File: src/rtl/eeprom_param_loader.sv
//==============================================================================
// Module : eeprom_param_loader
// Brief  : Sequences an I2C EEPROM controller to bulk-load N_WORDS 32-bit
//          parameters and to write single words with the post-write wait.
//          Optional checksum check: define EEPROM_LOADER_CHKSUM_EN.
// Rev    : 1.0  initial release
//==============================================================================
`default_nettype none

module eeprom_param_loader #(
    parameter logic [6:0]  DEV_ADDR       = 7'h50,
    parameter logic [15:0] BASE_ADDR      = 16'h0000,
    parameter int          N_WORDS        = 16,
    parameter logic [2:0]  CLK_RATE       = 3'd7,
    parameter int          TIMEOUT_CYCLES = 200000,
    parameter int          WR_WAIT_CYCLES = 500000
) (
    input  logic        i_clk,
    input  logic        i_rst_n,
    input  logic        i_start,
    input  logic        i_wr_req,
    input  logic [15:0] i_wr_addr,
    input  logic [31:0] i_wr_data,
    output logic        o_busy,
    output logic        o_done,
    output logic        o_err,
    output logic [31:0] o_word,
    output logic [7:0]  o_word_idx,
    output logic        o_word_vld,
    output logic [6:0]  o_dev_addr,
    output logic [15:0] o_reg_addr,
    output logic [31:0] o_w_data,
    output logic [31:0] o_ctrl,
    input  logic [31:0] i_status,
    input  logic [7:0]  i_rd_data,
    input  logic [7:0]  i_rd_data_2,
    input  logic [7:0]  i_rd_data_3,
    input  logic [7:0]  i_rd_data_4
`ifdef EEPROM_LOADER_CHKSUM_EN
    ,
    output logic        o_chk_err
`endif
);

    localparam int TMAX = (TIMEOUT_CYCLES > WR_WAIT_CYCLES) ? TIMEOUT_CYCLES : WR_WAIT_CYCLES;
    localparam int TW   = $clog2(TMAX + 1);
    localparam logic [TW-1:0] c_to_last  = TW'(TIMEOUT_CYCLES - 1);
    localparam logic [TW-1:0] c_wr_last  = TW'(WR_WAIT_CYCLES - 1);
    localparam logic [7:0]    c_last_idx = 8'(N_WORDS - 1);
    localparam logic [2:0]    c_mode_wr  = 3'd0;
    localparam logic [2:0]    c_mode_rd  = 3'd1;

    typedef enum logic [2:0] {
        S_IDLE,
        S_ISSUE,
        S_WAIT_FIN,
        S_WAIT_REL,
        S_WR_WAIT,
        S_DONE
    } state_t;

    state_t        state_q, state_d;
    logic [2:0]    fin_sync_q;
    logic          is_rd_q, is_rd_d;
    logic [7:0]    idx_q, idx_d;
    logic [TW-1:0] timer_q, timer_d;
    logic          enable_q, enable_d;
    logic [2:0]    mode_q, mode_d;
    logic [15:0]   reg_addr_q, reg_addr_d;
    logic [31:0]   w_data_q, w_data_d;
    logic [31:0]   word_q, word_d;
    logic [7:0]    word_idx_q, word_idx_d;
    logic          word_vld_q, word_vld_d;
    logic          busy_q, busy_d;
    logic          done_q, done_d;
    logic          err_q, err_d;
`ifdef EEPROM_LOADER_CHKSUM_EN
    logic [31:0]   sum_q, sum_d;
    logic          chk_bad_q, chk_bad_d;
    logic          chk_err_q, chk_err_d;
`endif

    logic        w_fin_rise;
    logic        w_fin_fall;
    logic [31:0] w_rd_word;
    logic        w_unused_status;

    // fin_sync_q[1] is the synchronised finish; [2] is its one-cycle-old copy.
    assign w_fin_rise      = fin_sync_q[1] & ~fin_sync_q[2];
    assign w_fin_fall      = ~fin_sync_q[1] & fin_sync_q[2];
    assign w_rd_word       = {i_rd_data, i_rd_data_2, i_rd_data_3, i_rd_data_4};
    assign w_unused_status = ^{i_status[31:2], i_status[0]};

    always_comb begin
        state_d    = state_q;
        is_rd_d    = is_rd_q;
        idx_d      = idx_q;
        timer_d    = timer_q;
        enable_d   = enable_q;
        mode_d     = mode_q;
        reg_addr_d = reg_addr_q;
        w_data_d   = w_data_q;
        word_d     = word_q;
        word_idx_d = word_idx_q;
        word_vld_d = 1'b0;
        err_d      = err_q;
`ifdef EEPROM_LOADER_CHKSUM_EN
        sum_d      = sum_q;
        chk_bad_d  = chk_bad_q;
        chk_err_d  = chk_err_q;
`endif

        case (state_q)
            S_IDLE: begin
                if (i_start) begin
                    is_rd_d    = 1'b1;
                    idx_d      = 8'd0;
                    mode_d     = c_mode_rd;
                    reg_addr_d = BASE_ADDR;
                    err_d      = 1'b0;
`ifdef EEPROM_LOADER_CHKSUM_EN
                    sum_d      = 32'd0;
                    chk_bad_d  = 1'b0;
                    chk_err_d  = 1'b0;
`endif
                    state_d    = S_ISSUE;
                end else if (i_wr_req) begin
                    is_rd_d    = 1'b0;
                    mode_d     = c_mode_wr;
                    reg_addr_d = i_wr_addr;
                    w_data_d   = i_wr_data;
                    err_d      = 1'b0;
                    state_d    = S_ISSUE;
                end
            end
            // op_mode/address were registered on entry, so enable rises a cycle after them.
            S_ISSUE: begin
                enable_d = 1'b1;
                timer_d  = '0;
                state_d  = S_WAIT_FIN;
            end
            S_WAIT_FIN: begin
                if (w_fin_rise) begin
                    enable_d = 1'b0;
                    if (is_rd_q) begin
                        word_d     = w_rd_word;
                        word_idx_d = idx_q;
                        word_vld_d = 1'b1;
`ifdef EEPROM_LOADER_CHKSUM_EN
                        if (idx_q == c_last_idx) begin
                            chk_bad_d = (w_rd_word != sum_q);
                        end else begin
                            sum_d = sum_q + w_rd_word;
                        end
`endif
                    end
                    state_d = S_WAIT_REL;
                end else if (timer_q == c_to_last) begin
                    enable_d = 1'b0;
                    err_d    = 1'b1;
                    state_d  = S_DONE;
                end else begin
                    timer_d = timer_q + TW'(1);
                end
            end
            S_WAIT_REL: begin
                if (w_fin_fall) begin
                    if (!is_rd_q) begin
                        timer_d = '0;
                        state_d = S_WR_WAIT;
                    end else if (idx_q == c_last_idx) begin
`ifdef EEPROM_LOADER_CHKSUM_EN
                        chk_err_d = chk_bad_q;
`endif
                        state_d = S_DONE;
                    end else begin
                        idx_d      = idx_q + 8'd1;
                        reg_addr_d = BASE_ADDR + {6'd0, idx_q + 8'd1, 2'b00};
                        state_d    = S_ISSUE;
                    end
                end
            end
            S_WR_WAIT: begin
                if (timer_q == c_wr_last) begin
                    state_d = S_DONE;
                end else begin
                    timer_d = timer_q + TW'(1);
                end
            end
            S_DONE: begin
                state_d = S_IDLE;
            end
            default: begin
                state_d  = S_IDLE;
                enable_d = 1'b0;
            end
        endcase

        busy_d = (state_d != S_IDLE);
        done_d = (state_d == S_DONE);
    end

    always_ff @(posedge i_clk or negedge i_rst_n) begin
        if (!i_rst_n) begin
            state_q    <= S_IDLE;
            fin_sync_q <= 3'b000;
            is_rd_q    <= 1'b0;
            idx_q      <= 8'd0;
            timer_q    <= '0;
            enable_q   <= 1'b0;
            mode_q     <= 3'd0;
            reg_addr_q <= 16'd0;
            w_data_q   <= 32'd0;
            word_q     <= 32'd0;
            word_idx_q <= 8'd0;
            word_vld_q <= 1'b0;
            busy_q     <= 1'b0;
            done_q     <= 1'b0;
            err_q      <= 1'b0;
`ifdef EEPROM_LOADER_CHKSUM_EN
            sum_q      <= 32'd0;
            chk_bad_q  <= 1'b0;
            chk_err_q  <= 1'b0;
`endif
        end else begin
            state_q    <= state_d;
            fin_sync_q <= {fin_sync_q[1:0], i_status[1]};
            is_rd_q    <= is_rd_d;
            idx_q      <= idx_d;
            timer_q    <= timer_d;
            enable_q   <= enable_d;
            mode_q     <= mode_d;
            reg_addr_q <= reg_addr_d;
            w_data_q   <= w_data_d;
            word_q     <= word_d;
            word_idx_q <= word_idx_d;
            word_vld_q <= word_vld_d;
            busy_q     <= busy_d;
            done_q     <= done_d;
            err_q      <= err_d;
`ifdef EEPROM_LOADER_CHKSUM_EN
            sum_q      <= sum_d;
            chk_bad_q  <= chk_bad_d;
            chk_err_q  <= chk_err_d;
`endif
        end
    end

    assign o_busy     = busy_q;
    assign o_done     = done_q;
    assign o_err      = err_q;
    assign o_word     = word_q;
    assign o_word_idx = word_idx_q;
    assign o_word_vld = word_vld_q;
    assign o_dev_addr = DEV_ADDR;
    assign o_reg_addr = reg_addr_q;
    assign o_w_data   = w_data_q;
    assign o_ctrl     = {25'd0, CLK_RATE, mode_q, enable_q};
`ifdef EEPROM_LOADER_CHKSUM_EN
    assign o_chk_err  = chk_err_q;
`endif

endmodule

`default_nettype wire
File: config.mk
export PLATFORM = sky130hd
export DESIGN_NAME = eeprom_param_loader
export DESIGN_NICKNAME = d
export VERILOG_FILES = /design/src/rtl/eeprom_param_loader.sv
export SDC_FILE = /design/constraint.sdc
export NUM_CORES = 1
export LEC_CHECK = 0
export ABC_AREA = 1
export CORE_MARGIN = 5
export CORE_UTILIZATION = 47
export CTS_CLUSTER_SIZE = 10
export DETAILED_ROUTE_END_ITERATION = 10
export PLACE_DENSITY = 0.86
export SLEW_MARGIN = 5
export SYNTH_ARGS = -nofsm -noshare
export SYNTH_HDL_FRONTEND = slang
export SYNTH_SLANG_ARGS = --single-unit
export TNS_END_PERCENT = 50
File: constraint.sdc
create_clock -name i_clk -period 3.9 [get_ports i_clk]
set_input_delay 0.39 -clock i_clk [delete_from_list [all_inputs] [get_ports i_clk]]
set_output_delay 0.39 -clock i_clk [all_outputs]
set_load 0.01 [all_outputs]
==> flow_summary.toml <==
[run_status]
outcome = "finished, final reports clean"

[layout]
regArea_um2 = 3180
drive_gt1_share_pct = 9.53
nFillCells = 978
num_antenna_cells = 0
fin_nets = 1020
finish.utilization_pct = 66.1
areaGrowthSynthToFinish_pct = 37.0
multi_input_area_um2 = 2480

[synth]
netlist_top_cells_count = "nand2_1 (288), dfrtp_1 (127), nor2_1 (65), buf_4 (43), inv_1 (39)"
synth_cells = 724
yosysSeqAreaShare_pct = 51.8
async_flop_share_pct = 100
synth.most_common_cell = "nand2_1"
synth_area_leader_cell = "dfrtp_1"
synth.distinct_cells = 32
synth_area_leaders = "dfrtp_1 (52%), nand2_1 (18%), mux2_2 (5.9%)"
netlist.area_leader.share_pct = 51.8
synth_seq_cells = 127
syn_area_per_cell_um2 = 8.47
synth_warnings = 0
syn_area_um2 = 6130
synth_edf_count = 0
ys.flop_type = "dfrtp_1"

[sta]
fin_crit_sh_pct = 58.8
fmax_ghz = 0.436
worst_pin_slew_ns = 0.743
rsz0062_at_grt = "no"
final_hold_viol_count = 0
setup_violations = 0
finalClockSkew_ns = 0.0127
fin_tns_setup_ns = 0
maxSlewViolCount = 0
slew_headroom_pct = 50.5
post-route-min-period_ns = 2.29

[drt]
vias_per_cell = 4.79
wl_met2_um = 8150
wl_met3_um = 1230
routed_wl_um = 16300
topRoutingLayerUsed = "met4"
drc = 0
drtIter0Drc = 361
drt-met1-wl_um = 6480
first_pass_iters = 6
ant_nets = 0
wire_per_inst_um = 15.0
num_vias = 5202

[grt]
first_global_vias = 5054
grt_start_max_net_pins = 59
grt_pass1_wl_um = 26300
grt_overflow = 0
grt_antenna_before_repair = 0
groute.usage.overall_pct = 21.3

[clock_network]
hold_buffers = 0
cts_resized = 0
cts_setup_buffers = 0
tritoncts = "built"
clockBufferDepth = 2
cts_buffers = 17
cts.sinks = 127
cts_root_buffer = "clkbuf_16"
clk_pin_slew_worst_paths_ns = 0.05
htreeDepth = 4
clk_latency_ns = 0.42

[worst_setup_path]
crit_arrival_ns = 2.60
worstPathRequired_ns = 4.21
end_kind = "flop"
worstSetupPathType = "flop to flop"
worst-path-max-fanout = 17
cp-start-kind = "flop"

[power]
power_density_nw_per_um2 = 711
irDropWorstVdd_mv = 0.449
power.leakage_nw = 3.99

[floorplanning]
io_pins = 247
initial_core_util_pct = 48.2
dieArea_um2 = 15400
row_count = 41
die_h_um = 124
coreArea_um2 = 12700
fp.dieW_um = 124

[placement]
post-dp-hpwl_um = 11800
gp_congestion = 0.872
portBuffers = 178

[hold_path]
worstHoldPathType = "primary input to asynchronous set/reset pin"

[run]
drv_cap = 0
## layer usage
layer / vias to the layer above / track usage [%]
met3: 34 / 6.52
met5: - / 0
met4: 0 / 9.61
met2: 196 / 35.7
met1: 2433 / 25.1
li1: 2539 / -
## final timing paths
kind	startpoint	end	slack [ns]	cells after the start
setup reg to reg	state_q[2]$_DFF_PN0_	o_reg_addr[4]$_DFFE_PN0P_	1.61	10
hold / removal	i_rst_n	o_reg_addr[1]$_DFFE_PN0P_	0.03	1
max in group asynchronous	i_rst_n	o_busy$_DFF_PN0_	2.92	2
min in group i_clk	fin_sync_q[0]$_DFF_PN0_	fin_sync_q[1]$_DFF_PN0_	0.37	0
setup / recovery	state_q[2]$_DFF_PN0_	o_reg_addr[4]$_DFFE_PN0P_	1.61	10
hold reg to reg	fin_sync_q[0]$_DFF_PN0_	fin_sync_q[1]$_DFF_PN0_	0.37	0
## state kept, by name, indices dropped and copies added, names as in the netlist
signal and flops:
enable_q 1, fin_sync_q 3, idx_q 8, mode_q 1
o_busy 1, o_done 1, o_err 1, o_reg_addr 16
o_w_data 32, o_word 32, o_word_idx 8, o_word_vld 1
state_q 3, timer_q 19
## layout make-up
type	count	area share, %
Sequential cell	127	37.8
Multi-Input combinational cell	527	29.6
Timing Repair Buffer	182	21.5
Clock buffer	24	5.73
Tap cell	172	2.56
Inverter	47	2.10
Clock inverter	6	0.714
## power breakdown
group / leakage (nW) / internal [W] / switching, W
Sequential: 1.60 / 0.00179 / 0.000277
Clock: 0.262 / 0.000915 / 0.000545
Combinational: 2.13 / 0.00118 / 0.00127
Total: 3.99 / 0.00389 / 0.00209
## kinds of logic after synthesis
group	Yosys count	synth area share, %
AO/OA/AOI/OAI	38	3.37
XOR/XNOR	12	1.71
adder cells (fa/ha/maj)	2	0.408
buffers and inverters	105	9.83
flip-flops	127	51.8
multiplexers	32	5.87
other	2	0.122
AND/OR/NAND/NOR	406	26.9
## cell usage in the layout, fill, tap and decap left out, types with 2 or more instances in the layout
cell and instances:
nand2_1 288, clkdlybuf4s50_1 177, dfrtp_1 127, nor2_1 65
inv_1 39, conb_1 37, nand3_1 32, mux2_2 32
o21ai_0 22, clkbuf_16 17, xor2_1 10, inv_2 7
a21oi_1 7, nor2_2 5, buf_4 5, nor2_4 4
clkbuf_1 4, nand3_2 3, nand4_1 3, o21ai_1 3
nor3_1 3, clkinv_2 3, clkbuf_8 3, o21ai_2 2
xnor2_1 2, ha_1 2, clkinvlp_4 2
## through the flow
step | std cells | power [W] | area, um^2 | hold slack (ns) | setup WS [ns]
final | 1085 | 0.00598 | 8410 | 0.0336 | 1.61
after global placement | 1055 | 0.00443 | 7860 | 0.340 | 1.68
after CTS | 1085 | 0.00602 | 8410 | 0.0637 | 1.63
after detailed placement | 1055 | 0.00452 | 7860 | 0.348 | 1.66
after floorplan | 759 | 0.00333 | 6270 | 0.0944 | 2.27
after global routing | 1085 | 0.00631 | 8410 | 0.0969 | 1.45
## critical path: stages (launching register included)
cell and delay, ns:
dfrtp_1 0.45, inv_2 0.08, nand2_1 0.08, nor2_2 0.42, o21ai_0 0.17, nand2_1 0.12, nand2_1 0.09, nor2_4 0.35
inv_2 0.23, nand2_1 0.12, nand2_1 0.07
Note: power is estimated with default switching activity, not from simulation.
